**src/rtl/uart_rx_deserializer.sv**
```systemverilog
// rtl/uart_rx_deserializer.sv - 8N1 UART receiver with 2-of-3 mid-bit voting and a running byte count
module uart_rx_deserializer #(
  parameter int CLKS_PER_BIT = 32,
  parameter int DATA_BITS    = 8,
  parameter int SYNC_STAGES  = 2,
  parameter int PCOUNT_W     = 18
) (
  input  logic                 clk,
  input  logic                 rst,
  input  logic                 rx,
  output logic [DATA_BITS-1:0] data_out,
  output logic                 data_valid,
  output logic                 frame_err,
  output logic                 busy,
  output logic [PCOUNT_W-1:0]  pixel_count
);

  localparam int CNT_W = $clog2(CLKS_PER_BIT);
  localparam int BIT_W = (DATA_BITS > 1) ? $clog2(DATA_BITS) : 1;
  localparam int H     = CLKS_PER_BIT / 2;

  localparam logic [CNT_W-1:0] CNT_MAX  = CNT_W'(CLKS_PER_BIT - 1);
  localparam logic [CNT_W-1:0] SAMP_A   = CNT_W'(H - 1);
  localparam logic [CNT_W-1:0] SAMP_B   = CNT_W'(H);
  localparam logic [CNT_W-1:0] SAMP_C   = CNT_W'(H + 1);
  localparam logic [BIT_W-1:0] LAST_BIT = BIT_W'(DATA_BITS - 1);

  typedef enum logic [2:0] {
    S_IDLE,
    S_START,
    S_DATA,
    S_STOP,
    S_BREAK
  } state_t;

  state_t                 state_q, state_d;
  logic [SYNC_STAGES-1:0] sync_q, sync_d;
  logic [CNT_W-1:0]       cnt_q, cnt_d;
  logic [BIT_W-1:0]       bit_idx_q, bit_idx_d;
  logic [1:0]             samp_q, samp_d;
  logic [DATA_BITS-1:0]   shift_q, shift_d;
  logic [DATA_BITS-1:0]   data_out_q, data_out_d;
  logic                   data_valid_q, data_valid_d;
  logic                   frame_err_q, frame_err_d;
  logic [PCOUNT_W-1:0]    pixel_count_q, pixel_count_d;

  logic rxs;
  logic cnt_wrap;
  logic decide;
  logic maj;

  assign rxs      = sync_q[SYNC_STAGES-1];
  assign cnt_wrap = (cnt_q == CNT_MAX);
  assign decide   = (cnt_q == SAMP_C);
  // Third vote is the live synchronized sample taken on the deciding edge.
  assign maj      = (samp_q[0] & samp_q[1]) | (samp_q[0] & rxs) | (samp_q[1] & rxs);

  always_comb begin
    state_d       = state_q;
    sync_d        = {sync_q[SYNC_STAGES-2:0], rx};
    cnt_d         = cnt_q;
    bit_idx_d     = bit_idx_q;
    samp_d        = samp_q;
    shift_d       = shift_q;
    data_out_d    = data_out_q;
    data_valid_d  = 1'b0;
    frame_err_d   = 1'b0;
    pixel_count_d = pixel_count_q;

    if (state_q != S_IDLE) begin
      cnt_d = cnt_wrap ? '0 : cnt_q + 1'b1;
      if (cnt_q == SAMP_A) samp_d[0] = rxs;
      if (cnt_q == SAMP_B) samp_d[1] = rxs;
    end

    case (state_q)
      S_IDLE: begin
        if (!rxs) begin
          state_d = S_START;
          cnt_d   = '0;
        end
      end
      S_START: begin
        if (decide && maj) begin
          state_d = S_IDLE;
        end else if (cnt_wrap) begin
          state_d   = S_DATA;
          bit_idx_d = '0;
        end
      end
      S_DATA: begin
        if (decide) shift_d = {maj, shift_q[DATA_BITS-1:1]};
        if (cnt_wrap) begin
          if (bit_idx_q == LAST_BIT) state_d = S_STOP;
          else bit_idx_d = bit_idx_q + 1'b1;
        end
      end
      S_STOP: begin
        // Leave on the vote so a start bit right behind the stop bit is caught.
        if (decide) begin
          if (maj) begin
            data_out_d    = shift_q;
            data_valid_d  = 1'b1;
            pixel_count_d = pixel_count_q + 1'b1;
            state_d       = S_IDLE;
          end else begin
            frame_err_d = 1'b1;
            state_d     = S_BREAK;
          end
        end
      end
      S_BREAK: begin
        if (rxs) state_d = S_IDLE;
      end
      default: state_d = S_IDLE;
    endcase
  end

  always_ff @(posedge clk) begin
    if (rst) begin
      state_q       <= S_IDLE;
      sync_q        <= '1;
      cnt_q         <= '0;
      bit_idx_q     <= '0;
      samp_q        <= '0;
      shift_q       <= '0;
      data_out_q    <= '0;
      data_valid_q  <= 1'b0;
      frame_err_q   <= 1'b0;
      pixel_count_q <= '0;
    end else begin
      state_q       <= state_d;
      sync_q        <= sync_d;
      cnt_q         <= cnt_d;
      bit_idx_q     <= bit_idx_d;
      samp_q        <= samp_d;
      shift_q       <= shift_d;
      data_out_q    <= data_out_d;
      data_valid_q  <= data_valid_d;
      frame_err_q   <= frame_err_d;
      pixel_count_q <= pixel_count_d;
    end
  end

  assign data_out    = data_out_q;
  assign data_valid  = data_valid_q;
  assign frame_err   = frame_err_q;
  assign busy        = (state_q != S_IDLE);
  assign pixel_count = pixel_count_q;

endmodule
```
**config.mk**
```make
export PLATFORM = sky130hd
export DESIGN_NAME = uart_rx_deserializer
export DESIGN_NICKNAME = d
export VERILOG_FILES = /design/src/rtl/uart_rx_deserializer.sv
export SDC_FILE = /design/constraint.sdc
export NUM_CORES = 1
export LEC_CHECK = 0
export BUFFER_PORTS_ARGS = -buffer_cell sky130_fd_sc_hd__buf_2
export CAP_MARGIN = 20
export CORE_MARGIN = 4
export CORE_UTILIZATION = 41
export DETAILED_ROUTE_END_ITERATION = 8
export PLACE_DENSITY = 0.6
export SLEW_MARGIN = 20
export SYNTH_ARGS = -nofsm -noshare
export SYNTH_HDL_FRONTEND = slang
export SYNTH_SLANG_ARGS = --single-unit
```
**constraint.sdc**
```tcl
create_clock -name clk -period 2.9 [get_ports clk]
set_input_delay 0.58 -clock clk [delete_from_list [all_inputs] [get_ports clk]]
set_output_delay 0.58 -clock clk [all_outputs]
set_load 0.005 [all_outputs]
```
==> results of run 1 <==
## metal layers
| layer | up-vias | wire, um |
|---|---|---|
| met2 | 29 | 2180 |
| met4 | 0 | 46 |
| met1 | 899 | 2580 |
| li1 | 1035 | - |
| met5 | - | 0 |
| met3 | 5 | 196 |
## layout by cell type (no fill, tap or decap), types with 3 or more instances in the layout
master and n:
a21oi_1 32, and3_1 4, buf_2 31, buf_4 4, clkbuf_8 5, dfxtp_1 51, ha_1 8, inv_1 5
mux2_2 8, nand2_1 42, nand3_1 17, nand3b_1 3, nand4_1 6, nor2_1 21, nor2b_1 8, nor3_1 5
nor3b_1 3, nor4_1 6, o21ai_0 5, o31ai_1 3, or2_2 3, or3_1 3, or4_1 3
## flip-flops by register name, indices dropped and copies added (netlist names), 2 cells and up
register and flops:
shift_q 8, sync_q 2, data_out 8, state_q 3, samp_q 2, cnt_q 5, bit_idx_q 3, pixel_count 18
## stage by stage
stage	utilization, %	instance area (um^2)	setup WS [ns]	power, uW
3_5_place_dp	46.3	2560	0.850	753
2_1_floorplan	-	2360	1.06	745
3_3_place_gp	46.3	2560	0.921	753
5_1_grt	47.8	2650	0.464	1190
6_report	47.8	2650	0.629	1140
4_1_cts	47.8	2650	0.623	1160
## final timing paths
| path | startpoint | endpoint | slack [ns] | depth (start not counted) |
|---|---|---|---|---|
| worst min-delay path | sync_q[0] | sync_q[1] | 0.41 | 1 |
| worst min register to register | sync_q[0] | sync_q[1] | 0.41 | 1 |
| worst max-delay path | state_q[1] | busy | 0.63 | 3 |
| worst max register to register | cnt_q[0] | pixel_count[11] | 0.82 | 6 |
## final cells by class
class                      instances  area, um^2
multi-input combinational        208        1250
clock buffer                       6        72.6
tap                               72        90.1
clock inverter                     2        12.5
sequential                        51        1020
fill                             553        2890
inverter                           5        18.8
timing repair buffer              35         185
## cells by family (layout without fill, tap and decap cells)
logic type               count (synthesis)  after routing  share of synthesized area [%]
multiplexers                            10             10                           4.67
adder cells (fa/ha/maj)                  9              9                           4.73
buffers and inverters                   19             48                           3.66
AO/OA/AOI/OAI                           48             48                           11.5
AND/OR/NAND/NOR                        138            138                           31.0
XOR/XNOR                                 3              3                           1.12
flip-flops                              51             51                           43.3
## power breakdown
part           internal (uW)  switching [uW]  total (uW)
combinational           8.64            20.7        29.3
sequential               703            4.50         707
clock                    169             237         406
## worst max-delay path: stages (launching register included)
cell and delay, ns:
dfxtp_1 0.42, nor3_1 0.55, inv_1 0.23, buf_2 0.19
==> results.py, run 1 <==
metrics = {
    "outcome": {
        "status": "finished clean",
    },
    "grt": {
        "grt_pass1_vias": 1785,
        "busiest_layer": "met2",
        "grt_pass1_wl_mm": 8.62,
        "grt_max_degree": 41,
        "grtUsageTotal_pct": 14.6,
        "grt_overflow": 0,
        "grtUsageMet2_pct": 22.7,
        "use_met1_pct": 19.8,
        "met3_usage_pct": 3.85,
        "antenna_found_initial": 0,
    },
    "drt": {
        "viasPerCell": 5.19,
        "ant_nets": 0,
        "drc_errors": 0,
        "wl_per_cell_um": 13.2,
        "vias": 1968,
        "dr.pass1.iters": 5,
        "finalWirelength_mm": 5.00,
        "drt_iter0_drc": 60,
    },
    "clock_tree": {
        "clk_path_buf_depth": 2,
        "cts_setup_buffers": 0,
        "hold_buffers": 0,
        "clock_latency_ns": 0.30,
        "path_clk_slew_ns": 0.09,
        "clock_sinks": 51,
        "clockRootBuffer": "clkbuf_8",
        "cts_resized": 0,
        "cts_tree": "done",
        "htreeDepth": 2,
        "cts_buffers": 5,
    },
    "cells_and_area": {
        "stdcell_count": 379,
        "area_growth_pct": 12.4,
        "final_nets": 317,
        "diodes": 0,
        "drive_gt1_share_pct": 19.2,
    },
    "timing": {
        "tightestPinTransition_ns": 0.712,
        "setup_viol": 0,
        "drv_slew": 0,
        "finalCritPeriodShare_pct": 78.3,
        "final.setup_skew_ns": 0.00699,
        "fmax_mhz": 440,
        "hold_violations": 0,
        "fin_crit_ns": 2.27,
        "tns_ns": 0,
        "whs_ns": 0.412,
        "grt_setup_unrepaired": "no",
        "slew_headroom_pct": 52.5,
    },
    "yosys": {
        "yosysTopAreaCellShare_pct": 43.3,
        "synth-async-reset-ratio_pct": 0,
        "synthCells": 278,
        "synth_common_cells": "dfxtp_1 (51), nand2_1 (42), a21oi_1 (32), nor2_1 (21), nand3_1 (17)",
        "synth_most_common_cell": "dfxtp_1",
        "syn_area_mm2": 0.00236,
        "synth-edff-count": 0,
        "synth_seq_cells": 51,
        "synthFlopType": "dfxtp_1",
        "synthesis.yosys.warnings": 0,
        "synth_largest_area_cell": "dfxtp_1",
        "ys_seq_area_share_pct": 43.3,
        "syn_area_per_cell_um2": 8.47,
        "syn_nets": 289,
        "synth_cell_types": 44,
        "netlist_top_cells_area": "dfxtp_1 (43%), a21oi_1 (6.8%), nand2_1 (6.7%)",
    },
    "floorplanning": {
        "fp-row-count": 27,
        "ios": 32,
        "die_w_um": 83.8,
        "die_h_um": 83.8,
        "coreArea_mm2": 0.00554,
        "start_util_pct": 42.5,
        "dieArea_mm2": 0.00702,
    },
    "worst_setup_path": {
        "end_kind": "output pin",
        "cp_max_fo": 13,
        "worstPathRequired_ns": 2.32,
        "crit_path_start_kind": "flip-flop",
        "crit_type": "reg -> out",
        "cp.arrival_ns": 1.69,
    },
    "placed_design": {
        "io_buffers": 31,
        "place_hpwl_mm": 3.40,
        "dp.cells": 371,
        "gp_congestion": 0.705,
    },
    "worst_hold_path": {
        "min_path_type": "reg -> reg",
    },
    "power": {
        "leakage_uw": 0.00103,
        "vdd_drop_max_mv": 0.176,
        "powerDensity_mw_per_mm2": 431,
    },
    "job": {
        "maxCapViolations": 0,
    },
}
No activity file was read; power rests on OpenSTA's default activity.
==> inputs of run 2 (changes only) <==
==> constraint.sdc (replaced) <==
create_clock -name clk -period 2.3 [get_ports clk]
set_input_delay 0.46 -clock clk [delete_from_list [all_inputs] [get_ports clk]]
set_output_delay 0.46 -clock clk [all_outputs]
set_load 0.005 [all_outputs]
==> run 2 against run 1 <==
Compared with the run above: count of clock-buffer cells in the layout shrank 1; largest power group unchanged; combinational power rose by 31%; critical path type is now reg -> reg; largest cell class unchanged; highest routed layer unchanged; sequential power grew 26%.
==> results.py, run 2 (same netlist as run 1, synthesis figures left out) <==
metrics = {
    "timing": {
        "final.setup_skew_ns": 0.00771,
        "tightestPinTransition_ns": 0.448,
        "grt_setup_unrepaired": "no",
        "fmax_mhz": 490,
        "setup_viol": 0,
        "slew_headroom_pct": 70.2,
        "drv_slew": 0,
        "hold_violations": 0,
        "fin_crit_ns": 2.04,
        "tns_ns": 0,
        "finalCritPeriodShare_pct": 88.7,
    },
    "clock_tree": {
        "path_clk_slew_ns": 0.09,
        "cts_resized": 0,
        "cts_setup_buffers": 0,
        "htreeDepth": 2,
        "cts_buffers": 5,
        "cts_tree": "done",
        "clock_latency_ns": 0.30,
        "clock_sinks": 51,
        "clk_path_buf_depth": 2,
        "clockRootBuffer": "clkbuf_8",
        "hold_buffers": 0,
    },
    "cells_and_area": {
        "multi_input_area_mm2": 0.00125,
        "diodes": 0,
        "drive_gt1_share_pct": 19.5,
        "layout_common_cells": "dfxtp_1 (51), nand2_1 (42), a21oi_1 (32), buf_2 (31), nor2_1 (21)",
        "layout.cells.most_common": "dfxtp_1",
        "area_growth_pct": 12.6,
        "nFillCells": 553,
        "seq_area_mm2": 0.00102,
        "largest_reg_flops": 18,
        "final_nets": 318,
    },
    "grt": {
        "grt_pass1_wl_mm": 8.69,
        "grtUsageTotal_pct": 14.5,
        "grt_overflow": 0,
        "grt_pass1_vias": 1842,
        "grt_max_degree": 35,
        "antenna_found_initial": 0,
    },
    "floorplanning": {
        "fp-row-count": 27,
        "die_w_um": 83.8,
        "ios": 32,
        "start_util_pct": 42.5,
        "dieArea_mm2": 0.00702,
        "coreArea_mm2": 0.00554,
        "die_h_um": 83.8,
    },
    "worst_setup_path": {
        "end_kind": "flip-flop",
        "crit_type": "reg -> reg",
        "cp_max_fo": 7,
        "ff2ff_setup_slack_ns": 0.26,
        "r2r_start": "cnt_q[0]",
        "worstPathRequired_ns": 2.53,
        "worstReg2RegEnd": "bit_idx_q[2]",
        "reg2reg_depth": 7,
        "cp.arrival_ns": 2.27,
        "crit_path_start_kind": "flip-flop",
    },
    "worst_hold_path": {
        "min_path_cells": 2,
        "holdPathEnd": "sync_q[0]",
        "min_from": "rx",
        "min_path_type": "in -> reg",
    },
    "power": {
        "p_clk_share_pct": 34.9,
        "sw_frac_of_total_pct": 22.5,
        "power.switching_uw": 322,
        "powerDensity_mw_per_mm2": 538,
        "combPwrFrac_pct": 2.7,
        "power_uw": 1430,
        "vdd_drop_max_mv": 0.273,
        "power.internal_uw": 1110,
        "pwr-share-seq_pct": 62.5,
        "leakage_uw": 0.00104,
    },
    "drt": {
        "finalWirelength_mm": 4.88,
        "vias": 2009,
        "drc_errors": 0,
        "dr.pass1.iters": 4,
        "ant_nets": 0,
        "wl_per_cell_um": 12.9,
        "drt_iter0_drc": 108,
        "viasPerCell": 5.30,
    },
    "placed_design": {
        "io_buffers": 31,
        "place_hpwl_mm": 3.32,
        "gp_congestion": 0.787,
    },
    "job": {
        "maxCapViolations": 0,
    },
    "outcome": {
        "status": "finished clean",
    },
}
[run 2: cell types whose count changed in the layout (fill, tap and decap cells not counted), sizes merged]
cell      previous run  this run
buf                 35        36
clkbuf               6         5
clkinv               1         2
clkinvlp             1         0
[run 2: critical path: stages, from the launching register on]
cell and delay [ns]:
dfxtp_1 0.41, ha_1 0.21, and3_1 0.19, ha_1 0.28, or4bb_1 0.45, a21oi_1 0.19, o211ai_1 0.10, a21oi_1 0.14
[run 2: stage by stage]
step,cell area (um^2),instances,util [%],setup WS [ns],hold slack (ns)
floorplan,2360,278,-,0.463,0.389
global placement,2570,372,46.4,0.325,0.392
detailed placement,2570,372,46.4,0.283,0.396
CTS,2650,379,47.9,0.262,0.334
global route,2650,379,47.9,0.0632,0.340
finish,2650,379,47.9,0.259,0.343
[run 2: how the worst max path moves through the flow]
stage               slack (ns)              end  cells after the start     start
finish                    0.26     bit_idx_q[2]                      7  cnt_q[0]
global route              0.06  pixel_count[17]                      5  cnt_q[0]
CTS                       0.26     bit_idx_q[1]                      7  cnt_q[0]
floorplan                 0.46     bit_idx_q[2]                      7  cnt_q[0]
detailed placement        0.28  pixel_count[17]                      5  cnt_q[0]
global placement          0.33     bit_idx_q[1]                      7  cnt_q[0]
[run 2: power by group through the flow]
stage               logic [uW]  clock network, uW  registers, uW
global route              44.4                557            893
finish                    38.3                498            892
global placement          38.9                  0            912
CTS                       38.9                526            892
detailed placement        38.7                  0            912
floorplan                 29.7                  0            909
[run 2: per-layer routing]
layer | global-route usage (%) | part of all wire (%) | routed length [um] | up-vias
li1 | - | - | - | 1038
met1 | 20.6 | 50 | 2440 | 936
met5 | 0 | 0 | 0 | -
met4 | 3.51 | 1.1 | 53 | 0
met3 | 2.76 | 3.9 | 192 | 6
met2 | 22.6 | 45 | 2200 | 29
[run 2: layout make-up]
type | instances | share of cell area (%)
Multi-Input combinational cell | 208 | 47.1
Sequential cell | 51 | 38.5
Timing Repair Buffer | 36 | 7.26
Tap cell | 72 | 3.39
Clock buffer | 5 | 2.59
Inverter | 5 | 0.707
Clock inverter | 2 | 0.519
==> inputs of run 3 (changes only) <==
--- a/config.mk
+++ b/config.mk
@@ -11,6 +11,7 @@
 export CORE_UTILIZATION = 41
 export DETAILED_ROUTE_END_ITERATION = 8
 export PLACE_DENSITY = 0.6
+export RECOVER_POWER = 25
 export SLEW_MARGIN = 20
 export SYNTH_ARGS = -nofsm -noshare
 export SYNTH_HDL_FRONTEND = slang
==> run 3 against run 2 <==
Compared with the run above: worst hold slack barely moved; critical endpoint unchanged; combinational power barely moved; largest cell class unchanged; setup slack got worse by 0.0016 ns; core utilization fell by 0.11 points; cell count did not move; clock power barely moved.
==> results.py, run 3 (same netlist as run 1, synthesis figures left out) <==
metrics = {
    "cells_and_area": {
        "area_growth_pct": 12.4,
        "seq_area_mm2": 0.00102,
        "multi_input_area_mm2": 0.00125,
        "diodes": 0,
        "final_nets": 318,
        "layout_common_cells": "dfxtp_1 (51), nand2_1 (42), a21oi_1 (32), buf_2 (26), nor2_1 (21)",
        "drive_gt1_share_pct": 17.9,
        "nFillCells": 553,
        "final_util_pct": 47.8,
        "largest_reg_flops": 18,
        "layout.cells.most_common": "dfxtp_1",
    },
    "timing": {
        "hold_violations": 0,
        "finalCritPeriodShare_pct": 88.8,
        "fin_ws_ns": 0.257,
        "grt_setup_unrepaired": "no",
        "drv_slew": 0,
        "fmax_mhz": 490,
        "final.setup_skew_ns": 0.00785,
        "tns_ns": 0,
        "slew_headroom_pct": 28.9,
        "tightestPinTransition_ns": 1.07,
        "setup_viol": 0,
        "whs_ns": 0.343,
        "fin_crit_ns": 2.04,
    },
    "power": {
        "power.internal_uw": 1110,
        "leakage_uw": 0.00102,
        "p_clk_share_pct": 34.9,
        "pwr-share-seq_pct": 62.4,
        "power.switching_uw": 322,
        "sw_frac_of_total_pct": 22.5,
        "vdd_drop_max_mv": 0.274,
        "powerDensity_mw_per_mm2": 540,
        "combPwrFrac_pct": 2.7,
    },
    "floorplanning": {
        "start_util_pct": 42.5,
        "die_w_um": 83.8,
        "coreArea_mm2": 0.00554,
        "die_h_um": 83.8,
        "dieArea_mm2": 0.00702,
        "ios": 32,
        "fp-row-count": 27,
    },
    "worst_setup_path": {
        "end_kind": "flip-flop",
        "crit_type": "reg -> reg",
        "cp_max_fo": 7,
        "crit_path_start_kind": "flip-flop",
        "worstPathRequired_ns": 2.53,
        "cp.arrival_ns": 2.27,
    },
    "clock_tree": {
        "hold_buffers": 0,
        "htreeDepth": 2,
        "cts_buffers": 5,
        "cts_setup_buffers": 0,
        "cts_tree": "done",
        "clockRootBuffer": "clkbuf_8",
        "cts_resized": 0,
        "clk_path_buf_depth": 2,
        "clock_sinks": 51,
        "clock_latency_ns": 0.30,
        "path_clk_slew_ns": 0.09,
    },
    "drt": {
        "drt_iter0_drc": 108,
        "ant_nets": 0,
        "viasPerCell": 5.33,
        "finalWirelength_mm": 4.90,
        "vias": 2020,
        "wl_per_cell_um": 12.9,
        "dr.pass1.iters": 5,
        "drc_errors": 0,
    },
    "grt": {
        "grt_max_degree": 35,
        "grt_pass1_wl_mm": 8.69,
        "antenna_found_initial": 0,
        "grtUsageTotal_pct": 14.5,
        "grt_pass1_vias": 1842,
        "grt_overflow": 0,
    },
    "placed_design": {
        "gp_congestion": 0.787,
        "place_hpwl_mm": 3.32,
        "io_buffers": 31,
        "post-place-ws_ns": 0.283,
    },
    "worst_hold_path": {
        "min_path_type": "in -> reg",
    },
    "outcome": {
        "status": "finished clean",
    },
    "job": {
        "maxCapViolations": 0,
    },
}
-- run 3: cell types whose count changed in the layout (fill, tap and decap cells not counted) --
cell	before	now
clkbuf_1	0	5
buf_2	31	26
-- run 3: critical path, stage by stage (launching register included) --
cell	delay [ns]
dfxtp_1	0.41
ha_1	0.21
and3_1	0.19
ha_1	0.28
or4bb_1	0.45
a21oi_1	0.19
o211ai_1	0.10
a21oi_1	0.14
-- run 3: metrics by stage --
| stage | total power, uW | cells | cell area [um^2] |
|---|---|---|---|
| after floorplan | 939 | 278 | 2360 |
| after global placement | 951 | 372 | 2570 |
| after detailed placement | 951 | 372 | 2570 |
| after CTS | 1460 | 379 | 2650 |
| after global routing | 1490 | 379 | 2650 |
| final | 1430 | 379 | 2650 |
-- run 3: path summary, 6_finish.rpt --
kind	startpoint	endpoint	slack, ns	cells past startpoint
max	cnt_q[0]	bit_idx_q[2]	0.26	7
min	rx	sync_q[0]	0.34	2
max reg2reg	cnt_q[0]	bit_idx_q[2]	0.26	7
min reg2reg	sync_q[0]	sync_q[1]	0.41	1
-- run 3: cell type report --
type / count / share of cell area (%)
clock buffers: 5 / 2.60
clock inverters: 2 / 0.520
inverters: 5 / 0.709
multi-input cells: 208 / 47.2
flip-flops and latches: 51 / 38.6
well taps: 72 / 3.40
repair buffers: 36 / 7.04
-- run 3: per-layer routing --
metal  vias up  global-route usage, %  wire [um]
li1       1039                      -          -
met1       944                   20.6       2440
met2        31                   22.6       2220
met3         6                   2.76        182
met4         0                   3.51         53
met5         -                      0          0
-- run 3: power groups by stage --
stage | logic, uW | clock network, uW | registers (uW)
global placement | 38.9 | 0 | 912
CTS | 38.9 | 526 | 892
finish | 38.3 | 498 | 892
floorplan | 29.7 | 0 | 909
global route | 44.4 | 557 | 893
detailed placement | 38.7 | 0 | 912
